## config.mk

```make
export PLATFORM = sky130hd
export DESIGN_NAME = inbuf_feed_ctrl_flat
export DESIGN_NICKNAME = d
export VERILOG_FILES = /design/src/rtl/systola_pkg.sv /design/src/rtl/inbuf_feed_ctrl_if.sv /design/src/rtl/inbuf_feed_ctrl_skew_decode.sv /design/src/rtl/inbuf_feed_ctrl.sv /design/src/flat_wrapper.sv
export SDC_FILE = /design/constraint.sdc
export NUM_CORES = 1
export LEC_CHECK = 0
export ABC_CLOCK_PERIOD_IN_PS = 2500
export BUFFER_PORTS_ARGS = -buffer_cell sky130_fd_sc_hd__buf_2
export CORE_UTILIZATION = 50
export DETAILED_ROUTE_END_ITERATION = 12
export PLACE_DENSITY = 0.78
export SLEW_MARGIN = 20
export SYNTH_ARGS = -nofsm -noshare
export SYNTH_HDL_FRONTEND = slang
export SYNTH_SLANG_ARGS = --single-unit
```

## constraint.sdc

```tcl
create_clock -name clk -period 2.5 [get_ports clk]
set_input_delay 0.625 -clock clk [delete_from_list [all_inputs] [get_ports clk]]
set_output_delay 0.625 -clock clk [all_outputs]
set_load 0.01 [all_outputs]
```

## src/rtl/systola_pkg.sv

```systemverilog
// rtl/systola_pkg.sv - shared types and defaults for the systolic array feeders
package systola_pkg;

  localparam int DEF_WORDLEN = 8;
  localparam int DEF_NROWS   = 4;

  // Feeder states kept as plain 2-bit constants so older tools and wave scripts decode them directly
  localparam logic [1:0] ST_IDLE = 2'd0;
  localparam logic [1:0] ST_LOAD = 2'd1;
  localparam logic [1:0] ST_FEED = 2'd2;
  localparam logic [1:0] ST_DONE = 2'd3;

  typedef enum logic [1:0] {
    IDLE = ST_IDLE,
    LOAD = ST_LOAD,
    FEED = ST_FEED,
    DONE = ST_DONE
  } feed_state_t;

endpackage

```

## src/rtl/inbuf_feed_ctrl_if.sv

```systemverilog
// rtl/inbuf_feed_ctrl_if.sv - host word stream plus input FIFO bank signals
interface inbuf_feed_ctrl_if #(
  parameter int WORDLEN = systola_pkg::DEF_WORDLEN,
  parameter int NROWS   = systola_pkg::DEF_NROWS
);
  logic               in_valid;
  logic               in_ready;
  logic [WORDLEN-1:0] in_data;
  logic [NROWS-1:0]   buf_wr;
  logic [WORDLEN-1:0] buf_din;
  logic [NROWS-1:0]   buf_rd;
  logic [NROWS-1:0]   buf_empty;

  // Controller side
  modport master (
    input  in_valid, in_data, buf_empty,
    output in_ready, buf_wr, buf_din, buf_rd
  );

  // Host and FIFO bank side
  modport slave (
    output in_valid, in_data, buf_empty,
    input  in_ready, buf_wr, buf_din, buf_rd
  );
endinterface

```

## src/rtl/inbuf_feed_ctrl_skew_decode.sv

```systemverilog
// rtl/inbuf_feed_ctrl_skew_decode.sv - diagonal read-strobe decode from feed time and tile depth
module skew_decode #(
  parameter int NROWS = systola_pkg::DEF_NROWS,
  parameter int KW    = 5
) (
  input  logic             active,
  input  logic [KW-1:0]    t,
  input  logic [KW-1:0]    k,
  output logic [NROWS-1:0] rd
);
  // Row r is live for feed times r .. r+k-1; compared one bit wider so r+k cannot wrap
  for (genvar r = 0; r < NROWS; r++) begin : g_row
    localparam logic [KW:0] RV = (KW+1)'(r);
    assign rd[r] = active && ({1'b0, t} >= RV) && ({1'b0, t} < (RV + {1'b0, k}));
  end
endmodule

```

## src/rtl/inbuf_feed_ctrl.sv

```systemverilog
// rtl/inbuf_feed_ctrl.sv - load/feed sequencer for the systolic array input FIFO bank
module inbuf_feed_ctrl
  import systola_pkg::*;
#(
  parameter int WORDLEN = DEF_WORDLEN,
  parameter int NROWS   = DEF_NROWS,
  parameter int MAXK    = 8,
  parameter int KW      = 5
) (
  input  logic                 clk,
  input  logic                 rst,
  input  logic                 start,
  input  logic [KW-1:0]        cfg_k,
  inbuf_feed_ctrl_if.master    bus,
  output logic                 busy,
  output logic                 done,
  output logic                 err
);
  localparam int RW = (NROWS > 1) ? $clog2(NROWS) : 1;

  logic [1:0]       state;
  logic [KW-1:0]    k_reg;
  logic [KW-1:0]    col;
  logic [KW-1:0]    t;
  logic [RW-1:0]    row;
  logic             hs;
  logic             last_col;
  logic             last_word;
  logic             last_t;
  logic             cfg_bad;
  logic             underrun;
  logic [NROWS-1:0] rd_vec;

  assign bus.in_ready = (state == ST_LOAD);
  assign hs           = bus.in_valid && bus.in_ready;
  assign last_col     = (col == (k_reg - KW'(1)));
  assign last_word    = last_col && (row == RW'(NROWS - 1));
  assign last_t       = (t == (k_reg + KW'(NROWS - 2)));
  assign cfg_bad      = (cfg_k == '0) || (cfg_k > KW'(MAXK));
  assign bus.buf_din  = WORDLEN'(bus.in_data);
  assign busy         = (state == ST_LOAD) || (state == ST_FEED);
  assign done         = (state == ST_DONE);

  skew_decode #(
    .NROWS (NROWS),
    .KW    (KW)
  ) u_skew (
    .active (state == ST_FEED),
    .t      (t),
    .k      (k_reg),
    .rd     (rd_vec)
  );

  assign bus.buf_rd = rd_vec;
  assign underrun   = |(rd_vec & bus.buf_empty);

  // One-hot write strobe to the row currently being filled, only on an accepted word
  always_comb begin
    bus.buf_wr = '0;
    if (hs) begin
      bus.buf_wr[row] = 1'b1;
    end
  end

  // Tile sequencer: config check, row-major load counters, feed time, sticky error
  always_ff @(posedge clk or posedge rst) begin
    if (rst) begin
      state <= ST_IDLE;
      k_reg <= '0;
      col   <= '0;
      row   <= '0;
      t     <= '0;
      err   <= 1'b0;
    end else begin
      case (state)
        ST_IDLE: begin
          if (start) begin
            if (cfg_bad) begin
              err <= 1'b1;
            end else begin
              k_reg <= cfg_k;
              col   <= '0;
              row   <= '0;
              state <= ST_LOAD;
            end
          end
        end
        ST_LOAD: begin
          if (hs) begin
            if (last_col) begin
              col <= '0;
              if (last_word) begin
                row   <= '0;
                t     <= '0;
                state <= ST_FEED;
              end else begin
                row <= row + RW'(1);
              end
            end else begin
              col <= col + KW'(1);
            end
          end
        end
        ST_FEED: begin
          // An empty FIFO being read is flagged but the wavefront keeps moving
          if (underrun) begin
            err <= 1'b1;
          end
          if (last_t) begin
            t     <= '0;
            state <= ST_DONE;
          end else begin
            t <= t + KW'(1);
          end
        end
        default: begin
          state <= ST_IDLE;
        end
      endcase
    end
  end
endmodule

```

## src/flat_wrapper.sv

```systemverilog
// flat-port wrapper written by rule: the top's interface ports become plain ports
module inbuf_feed_ctrl_flat import systola_pkg::*;
#(
  parameter int WORDLEN = DEF_WORDLEN,
  parameter int NROWS   = DEF_NROWS,
  parameter int MAXK    = 8,
  parameter int KW      = 5
)
  (clk, rst, start, cfg_k, busy, done, err, bus_in_valid, bus_in_data, bus_buf_empty, bus_in_ready, bus_buf_wr, bus_buf_din, bus_buf_rd);
  inbuf_feed_ctrl_if #(.WORDLEN(WORDLEN), .NROWS(NROWS)) bus_i ();
  input  logic clk;
  input  logic rst;
  input  logic start;
  input  logic [KW-1:0] cfg_k;
  output logic busy;
  output logic done;
  output logic err;
  input wire logic [$bits(bus_i.in_valid)-1:0] bus_in_valid;
  input wire logic [$bits(bus_i.in_data)-1:0] bus_in_data;
  input wire logic [$bits(bus_i.buf_empty)-1:0] bus_buf_empty;
  output wire logic [$bits(bus_i.in_ready)-1:0] bus_in_ready;
  output wire logic [$bits(bus_i.buf_wr)-1:0] bus_buf_wr;
  output wire logic [$bits(bus_i.buf_din)-1:0] bus_buf_din;
  output wire logic [$bits(bus_i.buf_rd)-1:0] bus_buf_rd;
  assign bus_i.in_valid = bus_in_valid;
  assign bus_i.in_data = bus_in_data;
  assign bus_i.buf_empty = bus_buf_empty;
  assign bus_in_ready = bus_i.in_ready;
  assign bus_buf_wr = bus_i.buf_wr;
  assign bus_buf_din = bus_i.buf_din;
  assign bus_buf_rd = bus_i.buf_rd;
  inbuf_feed_ctrl #(.WORDLEN(WORDLEN), .NROWS(NROWS), .MAXK(MAXK), .KW(KW)) u_core (.clk(clk), .rst(rst), .start(start), .cfg_k(cfg_k), .bus(bus_i), .busy(busy), .done(done), .err(err));
endmodule
```

==> run metrics, run 1 <==
Pwr Total=3.47 mW; CP max FO=4; Yosys reg bits=20; routability congestion estimate=0.828; Worst R2R Setup Slack=60 ps; Synth Cell Area=2160 µm²; Crit path required time=1880 ps; global-route wire length before repair=8.19 mm; vertical die dimension=67.7 µm; largest net degree at the start of global routing=21; CP endpoint kind=output port; Placement Setup Slack=32.3 ps; antenna violations before repair=0; DR pass1 iterations=4; share of post-route cells with drive strength above 1=31.2%; placeable core area=4060 µm²; vias in the first global route=1,827; clock tree from TritonCTS=done; GRT Total Usage=23.8%; Final #Nets=338; cell count of the worst reg-to-reg path=10; DRT iter0 DRCs=49; FP Rows=23; post-route cell area=2630 µm²; result of the run=finished, violations left; H-Tree Depth=1; DRT antenna net count=0; CP top delay family=compound AO/OA/AOI/OAI gates; Vias=1,871; clk_lat worst skew=260 ps; post-synthesis net count=299; Setup Skew=4.65 ps; sw frac=47.2%; Switch Pwr=1.64 mW; area grow syn2layout=21.9%; Main synth FF type=dfrtp_1; Gate power share=74.7%; placed inst area=2330 µm²; Fillers=345; highest clock rate=0.366 GHz; crit path DAT=2110 ps; Initial Utilization=53.1%; Post-synth EDFFs=0; final setup violating endpoints=3; Max Cap Viol=0; hold_ws=495 ps; slowest cell delay on critical path=470 ps; CTS root buffer=clkbuf_8; IO Pins=41; Mapped Cells=241; detailed-route DRC error count=0; Crit Path Category=reg -> out; vias per cell=5.69; Tcrit/Tclk final=109%; sequential share of power=18.0%; async set-reset flop share out of synthesis=100%; Seq/Total Area, Yosys=23.2%; final WL=5.09 mm; min-delay worst type=in -> async; Ant. Diodes=0; final hold vios=0; fin. max-slew vios=0; WL per Instance=15.5 µm; Tmin final=2730 ps; Die Width=67.7 µm; Mapped Avg Cell Area=8.95 µm²; Crit-path slowest cell=dfrtp_2; Least-Margin Pin Slew=793 ps; CTS sink count=20; die area=4580 µm²; peak supply drop=0.552 mV; grt ovf=0; Bufs and invs on worst path=2; failing checks=negative setup slack; Worst slew margin=47.1%; RR Startpoint=u_core.k_reg[2]$_DFFE_PP0P_; distinct cell type count after synthesis=52; Post-DP HPWL=3.77 mm; hold-fix buffers at CTS=0; CP startpoint kind=register; Leak=1.24 nW; Clk pwr share=7.3%; number of I/O port buffers=24; CTS max path bufs=2; internal power=1.83 mW; Final WS setup=-234 ps; Reg clk slew, reported paths=80 ps; yosys warns=0; CTS Buf Count=3; R2R Path End=u_core.state[0]$_DFFE_PP0P_; RSZ-0062 raised after global routing=true; PwrDens=1320 nW/µm²; worst path cell trace=buf_12, ha_4, a21oi_4, xnor2_2, ha_1, o21a_1, o31ai_1, a21oi_1, nor2_1, buf_2
[area by class of cell]
class	instances	area (µm²)	share of cell area, %
multi-input combinational	186	1600	60.9
sequential	20	503	19.1
timing repair buffer	49	332	12.6
inverter	20	75.1	2.86
tap	50	62.6	2.38
clock buffer	4	55.1	2.09
[kinds of logic (layout without fill, tap and decap cells)]
logic type      after synthesis  in the layout  share of synthesized area [%]
compound gates               62             62                           21.4
xor+xnor                     14             14                           6.04
fa+ha+maj                    37             37                           21.5
buf+inv                      35             73                           8.76
flops                        20             20                           23.2
mux                           4              4                           2.09
simple gates                 69             69                           17.1
[power by group through the flow]
stage | combinational [mW] | clock (mW) | sequential (mW)
6_report | 2.59 | 0.253 | 0.625
5_1_grt | 2.84 | 0.269 | 0.647
4_1_cts | 2.37 | 0.255 | 0.617
3_5_place_dp | 2.08 | 0 | 0.609
3_3_place_gp | 2.01 | 0 | 0.598
2_1_floorplan | 1.56 | 0 | 0.568
[layer usage]
layer | up-vias | global-route usage (%) | wire [µm]
met2 | 31 | 41.3 | 2570
li1 | 939 | - | -
met4 | 0 | 9.04 | 75
met1 | 894 | 29.2 | 2290
met3 | 7 | 3.38 | 143
met5 | - | 0 | 0
[worst register-to-register path, cell delays in order, from the launching register on]
cell      delay, ps
dfrtp_2         470
ha_4            200
buf_6           120
xnor2_2         120
ha_1            290
buf_4           110
nand4b_1        160
o21ai_2         250
nand2_1          90
a21oi_2         180
mux2_1          340
[worst max-delay path by stage]
stage                                     start             to  slack (ps)  cells after the start
finish              u_core.k_reg[2]$_DFFE_PP0P_  bus_buf_rd[3]        -230                     10
global route        u_core.k_reg[2]$_DFFE_PP0P_  bus_buf_rd[3]        -320                     10
CTS                 u_core.k_reg[2]$_DFFE_PP0P_  bus_buf_rd[2]        -210                      9
detailed placement  u_core.k_reg[2]$_DFFE_PP0P_  bus_buf_rd[1]          30                      9
global placement    u_core.k_reg[0]$_DFFE_PP0P_  bus_buf_rd[1]          80                      9
floorplan           u_core.k_reg[1]$_DFFE_PP0P_  bus_buf_rd[3]         140                      8
[cell usage in the layout (no fill, tap or decap), drive strengths merged, types with 5 or more instances in the layout]
master,count
a21oi,11
o31ai,7
nor2,13
xnor2,11
dfrtp,20
nand3,10
buf,49
o211ai,5
inv,20
ha,37
and3,5
nand2,15
o21ai,14
[synthesized netlist by cell type (5+ instances only)]
library cell  count  area (µm²)
a21oi_1          10        50.1
dfrtp_1          20         500
o211ai_1          5        37.5
o31ai_1           7        52.6
nand2_1          15        56.3
xnor2_1          11        96.3
and3_1            5        31.3
inv_1            20        75.1
o21ai_0           9        45.0
ha_1             37         463
nand3_1          10        50.1
nor2_1           13        48.8
o21ai_1           5        25.0
buf_4             9        67.6
[through the flow]
step           TNS [ps]  util [%]  std cells
3_3_place_gp          0      57.4        314
4_1_cts            -635      62.6        324
3_5_place_dp          0      57.4        314
5_1_grt           -1030      64.8        329
6_report           -608      64.8        329
2_1_floorplan         0         -        241
[timing repair]
action                                  CTS  global route
pin swaps                                14            12
gates cloned                              0             1
endpoints found under the setup margin    3             7
gates resized for setup                  22            12
buffers inserted                          6             5
No activity file was read; power rests on OpenSTA's default activity.
==> inputs of run 2 (changes only) <==
--- a/config.mk
+++ b/config.mk
@@ -5,11 +5,11 @@
 export SDC_FILE = /design/constraint.sdc
 export NUM_CORES = 1
 export LEC_CHECK = 0
-export ABC_CLOCK_PERIOD_IN_PS = 2500
+export ABC_CLOCK_PERIOD_IN_PS = 3250
 export BUFFER_PORTS_ARGS = -buffer_cell sky130_fd_sc_hd__buf_2
 export CORE_UTILIZATION = 50
 export DETAILED_ROUTE_END_ITERATION = 12
-export PLACE_DENSITY = 0.78
+export PLACE_DENSITY = 0.75
 export SLEW_MARGIN = 20
 export SYNTH_ARGS = -nofsm -noshare
 export SYNTH_HDL_FRONTEND = slang
==> constraint.sdc (replaced) <==
create_clock -name clk -period 3.25 [get_ports clk]
set_input_delay 0.8125 -clock clk [delete_from_list [all_inputs] [get_ports clk]]
set_output_delay 0.8125 -clock clk [all_outputs]
set_load 0.01 [all_outputs]
==> run metrics, run 2 (synthesis gave the netlist of run 1 again) <==
result of the run=finished clean; DRT antenna net count=0 (unchanged); DRT iter0 DRCs=96 (+96%); detailed-route DRC error count=0 (unchanged); Leak=1.09 nW (-12%); CTS sink count=20 (unchanged); Setup Skew=1.14 ps (-3.51 ps); slowest cell delay on critical path=530 ps (+60 ps); internal power=1.08 mW (-41%); highest clock rate=0.324 GHz; met2 WL=2.17 mm (-15%); Final WS setup=162 ps (+396 ps); hold-fix buffers at CTS=0 (unchanged); IO Pins=41 (unchanged); Clk pwr share=8.9% (+1.6 points); Fin Setup TNS=0 ps (+608 ps); Met3 Wirelength=161 µm (+13%); clock tree from TritonCTS=done; Post-DP HPWL=3.55 mm (-5.9%); Placement Setup Slack=449 ps (+417 ps); Die Width=67.7 µm (unchanged); Initial Utilization=53.1% (unchanged); commonest non-fill, non-tap cell in the layout=ha_1; final WL=4.52 mm (-11%); Max Cap Viol=0 (unchanged); Tcrit/Tclk final=95.0%; FP Rows=23 (unchanged); routability congestion estimate=0.825 (-0.46%); CP endpoint kind=output port; H-Tree Depth=1 (unchanged); number of I/O port buffers=24 (unchanged); vertical die dimension=67.7 µm (unchanged); worst path cell trace=ha_1, nand2_1, xnor2_1, ha_1, a21o_1, a21oi_1, a21oi_1, nor2_1, buf_2; vias in the first global route=1,699 (-7.0%); fin. max-slew vios=0 (unchanged); placed inst area=2240 µm² (-3.9%); PwrDens=941 nW/µm² (-29%); Reg clk slew, reported paths=70 ps (about the same); sw frac=50.1% (+2.9 points); highest-count cells in the layout ignoring fill and taps=ha_1, buf_2, inv_1; Crit path required time=2440 ps (+560 ps); highest routed layer=met4; min-delay worst type=reg -> reg; placeable core area=4060 µm² (unchanged); CP max FO=10 (+6); antenna violations before repair=0 (unchanged); vias per cell=5.86 (+3.1%); WL met1=2.15 mm (-6.5%); die area=4580 µm² (unchanged); GRT Total Usage=22.0% (-1.8 points); Worst slew margin=47.6% (+0.56 points); Switch Pwr=1.08 mW (-34%); Crit-path slowest cell=dfrtp_1; Pwr Total=2.16 mW (-38%); share of post-route cells with drive strength above 1=16.4% (-15 points); DR pass1 iterations=6 (+2); post-route cell area=2300 µm² (-13%); final hold vios=0 (unchanged); CP startpoint kind=register; Ant. Diodes=0 (unchanged); WL per Instance=14.8 µm (-4.4%); largest net degree at the start of global routing=21 (unchanged); crit path DAT=2280 ps (+170 ps); Tmin final=3090 ps; peak supply drop=0.379 mV (-31%); Gate power share=67.5% (-7.2 points); post-layout util=56.6% (-8.1 points); RSZ-0062 raised after global routing=false; Final #Nets=315 (-6.8%); CTS max path bufs=2 (unchanged); global-route wire length before repair=7.62 mm (-7.0%); area grow syn2layout=6.62%; Least-Margin Pin Slew=785 ps (-8.47 ps); Fillers=367 (+6.4%); Vias=1,794 (-4.1%); final setup violating endpoints=0 (-3); CTS root buffer=clkbuf_8; CTS Buf Count=3 (unchanged); sequential share of power=23.6% (+5.6 points); grt ovf=0 (unchanged); clk_lat worst skew=260 ps (about the same); Crit Path Category=reg -> out
run 2: cell types whose count changed in the layout (fill, tap and decap cells not counted), moves of 3 or more:
cell	delta
a21oi_1	+4
a21oi_2	-3
buf_4	-19
buf_6	-3
ha_1	+3
ha_4	-4
xnor2_1	+4
xnor2_2	-4
run 2: routing by layer:
metal / vias up / global-route usage [%]
met2: 37 / 38.4
li1: 888 / -
met4: 0 / 6.65
met1: 863 / 28.0
met3: 6 / 2.36
met5: - / 0
run 2: power by group through the flow:
stage                     Combinational, mW  Clock [mW]  Sequential [mW]
final                                  1.46       0.193            0.510
after global routing                   1.66       0.209            0.528
after CTS                              1.46       0.197            0.506
after detailed placement               1.45           0            0.512
after global placement                 1.40           0            0.505
after floorplan                        1.20           0            0.437
run 2: path summary, 6_finish.rpt:
check	from	endpoint	slack [ps]	depth (start not counted)
worst min-delay path	u_core.col[3]$_DFFE_PP0P_	u_core.col[3]$_DFFE_PP0P_	550	1
worst max register to register	u_core.k_reg[2]$_DFFE_PP0P_	u_core.state[0]$_DFFE_PP0P_	690	10
min in group asynchronous	rst	u_core.col[0]$_DFFE_PP0P_	680	2
worst max-delay path	u_core.k_reg[2]$_DFFE_PP0P_	bus_buf_rd[1]	160	9
max in group asynchronous	rst	u_core.k_reg[0]$_DFFE_PP0P_	2030	2
worst min register to register	u_core.col[3]$_DFFE_PP0P_	u_core.col[3]$_DFFE_PP0P_	550	1
run 2: critical path: cells and delay by family, from the launching register on:
kind / cells / cell delay, ps
adders and majority gates: 2 / 590
DFF: 1 / 530
AOI/OAI and AO/OA: 3 / 410
and+or+nand+nor: 2 / 210
xor gates and xnor gates: 1 / 140
buffers and inverters: 1 / 130
run 2: cell type report:
class	count	area [µm²]	share of cell area, %
clock buffer	4	55.1	2.40
timing repair buffer	26	135	5.88
tap	50	62.6	2.72
multi-input combinational	186	1470	63.9
sequential	20	502	21.8
inverter	20	75.1	3.27
run 2: what timing repair did:
item	in CTS	in global routing
setup endpoints to repair	0	1
resized for setup	0	2
buffers inserted	0	0
hold endpoints to repair	0	0
run 2: stage by stage:
stage                     hold WS [ps]  cells
after floorplan                    505    241
after global placement             535    302
after detailed placement           536    302
after CTS                          547    306
after global routing               580    306
final                              549    306
==> inputs of run 3 (changes only) <==
--- a/config.mk
+++ b/config.mk
@@ -7,9 +7,11 @@
 export LEC_CHECK = 0
 export ABC_CLOCK_PERIOD_IN_PS = 3250
 export BUFFER_PORTS_ARGS = -buffer_cell sky130_fd_sc_hd__buf_2
-export CORE_UTILIZATION = 50
+export CELL_PAD_IN_SITES_DETAIL_PLACEMENT = 1
+export CELL_PAD_IN_SITES_GLOBAL_PLACEMENT = 2
+export CORE_UTILIZATION = 36
 export DETAILED_ROUTE_END_ITERATION = 12
-export PLACE_DENSITY = 0.75
+export PLACE_DENSITY = 0.87
 export SLEW_MARGIN = 20
 export SYNTH_ARGS = -nofsm -noshare
 export SYNTH_HDL_FRONTEND = slang
==> run metrics, run 3 (synthesis gave the netlist of run 1 again) <==
clk_lat worst skew=270 ps (about the same); Post-DP HPWL=4.16 mm (+17%); clock tree from TritonCTS=done; Max Cap Viol=0 (unchanged); die area=6300 µm² (+38%); Hold Path Depth=1 (unchanged); RSZ-0062 raised after global routing=false; Worst R2R Setup Slack=760 ps (+70 ps); CTS Buf Count=3 (unchanged); final setup violating endpoints=0 (unchanged); Inst Count DP=325 (+7.6%); Crit-path slowest cell=dfrtp_1; sw frac=50.5% (+0.41 points); Die Width=79.4 µm (+17%); Gate power share=67.3% (-0.2 points); CTS max path bufs=2 (unchanged); highest clock rate=0.329 GHz (+1.5%); FP Rows=27 (+17%); CP max FO=6 (-4); vias per cell=5.39 (-8.0%); Ant. Diodes=0 (unchanged); post-route insts no fill=329 (+7.5%); min-delay worst type=reg -> reg; slowest cell delay on critical path=430 ps (-100 ps); result of the run=finished clean; highest-count cells in the layout ignoring fill and taps=ha_1, buf_2, inv_1; H-Tree Depth=1 (unchanged); vertical die dimension=79.4 µm (+17%); Reg clk slew, reported paths=80 ps (about the same); internal power=1.09 mW (+1.0%); fin. max-slew vios=0 (unchanged); CTS root buffer=clkbuf_8; cell count of the worst reg-to-reg path=8 (-2); final hold vios=0 (unchanged); hold_sp=u_core.err$_DFFE_PP0P_; PwrDens=942 nW/µm² (+0.11%); global-route wire length before repair=8.90 mm (+17%); placeable core area=5640 µm² (+39%); GRT Total Usage=18.4% (-3.6 points); vias in the first global route=1,788 (+5.2%); commonest non-fill, non-tap cell in the layout=ha_1; Vias=1,774 (-1.1%); CTS sink count=20 (unchanged); share of post-route cells with drive strength above 1=17.5% (+1.1 points); Fin Setup TNS=0 ps (unchanged); Tmin final=3040 ps (-45.5 ps); Final #Nets=316 (+0.32%); Setup Skew=3.62 ps (+2.48 ps); number of I/O port buffers=24 (unchanged); Crit Path Category=reg -> out; worst path cell trace=inv_1, ha_2, ha_1, nor2b_1, o31ai_1, a21oi_2, nor2_1, buf_2; peak supply drop=0.424 mV (+12%); Leak=1.10 nW (+0.38%); Worst slew margin=46.2% (-1.5 points); final WL=5.23 mm (+16%); sequential share of power=23.6% (about the same); Post-CTS Setup Bufs=0 (unchanged); Clk pwr share=9.1% (+0.2 points); Initial Utilization=38.2% (-15 points); crit path DAT=2230 ps (-50 ps); DRT iter0 DRCs=65 (-32%); WL per Instance=15.9 µm (+7.6%); WHS Endpoint=u_core.err$_DFFE_PP0P_; DR pass1 iterations=4 (-2); Crit path required time=2440 ps (about the same); CP startpoint kind=register; antenna violations before repair=0 (unchanged); area grow syn2layout=8.47%; routability congestion estimate=0.774 (-6.1%); detailed-route DRC error count=0 (unchanged); Switch Pwr=1.11 mW (+2.7%); IO Pins=41 (unchanged); CP endpoint kind=output port; largest net degree at the start of global routing=21 (unchanged); grt ovf=0 (unchanged); Tcrit/Tclk final=93.6% (-1.4 points); Fillers=677 (+84%); DRT antenna net count=0 (unchanged); R2R Path End=u_core.row[0]$_DFFE_PP0P_; Least-Margin Pin Slew=807 ps (+21.9 ps); hold-fix buffers at CTS=0 (unchanged); RR Startpoint=u_core.k_reg[1]$_DFFE_PP0P_
[run 3: cell count changes in the layout (fill, tap and decap cells not counted), sizes merged]
cell  change
buf       +1
[run 3: cell type report]
type	count	area [µm²]	area share [%]
Multi-Input combinational cell	186	1470	63.0
Tap cell	72	90.1	3.85
Inverter	20	75.1	3.21
Sequential cell	20	503	21.5
Clock buffer	4	55.1	2.35
Timing Repair Buffer	27	143	6.10
[run 3: worst max-delay path by stage]
stage | from | endpoint | depth (start not counted)
6_report | u_core.k_reg[1]$_DFFE_PP0P_ | bus_buf_rd[3] | 8
5_1_grt | u_core.k_reg[1]$_DFFE_PP0P_ | bus_buf_rd[3] | 10
4_1_cts | u_core.k_reg[0]$_DFFE_PP0P_ | bus_buf_rd[3] | 9
3_5_place_dp | u_core.k_reg[0]$_DFFE_PP0P_ | bus_buf_rd[3] | 9
3_3_place_gp | u_core.k_reg[0]$_DFFE_PP0P_ | bus_buf_rd[3] | 9
2_1_floorplan | u_core.k_reg[1]$_DFFE_PP0P_ | bus_buf_rd[3] | 8
[run 3: stage by stage]
stage / utilization (%) / setup slack (ps) / instance area (µm²) / hold slack [ps] / power [mW]
after global routing: 41.5 / 22.2 / 2340 / 583 / 2.45
after floorplan: - / 701 / 2160 / 505 / 1.63
final: 41.5 / 208 / 2340 / 547 / 2.20
after global placement: 40.3 / 364 / 2270 / 537 / 1.97
after detailed placement: 40.3 / 351 / 2270 / 537 / 2.00
after CTS: 41.3 / 34.8 / 2330 / 555 / 2.22
[run 3: power groups by stage]
stage	clock network, mW	registers, mW	logic [mW]
4_1_cts	0.205	0.518	1.49
3_5_place_dp	0	0.524	1.48
5_1_grt	0.213	0.544	1.69
6_report	0.200	0.519	1.48
2_1_floorplan	0	0.437	1.20
3_3_place_gp	0	0.515	1.45
[run 3: what timing repair did]
item	4_1_cts	5_1_grt
resized for setup	0	4
endpoints found under the setup margin	0	3
endpoints found under the hold margin	0	0
[run 3: worst max-delay path, delay by kind of cell (launching register included)]
family / cells / cell delay [ps]
compound gates: 2 / 360
fa+ha+maj: 2 / 610
buf+inv: 2 / 330
flops: 1 / 430
simple gates: 2 / 230
[run 3: layer usage]
layer | track usage [%] | vias up | part of all wire, %
met3 | 2.29 | 4 | 3.3
met2 | 30.3 | 29 | 48
met1 | 24.5 | 842 | 47
li1 | - | 899 | -
met4 | 6.55 | 0 | 1.4
met5 | 0 | - | 0
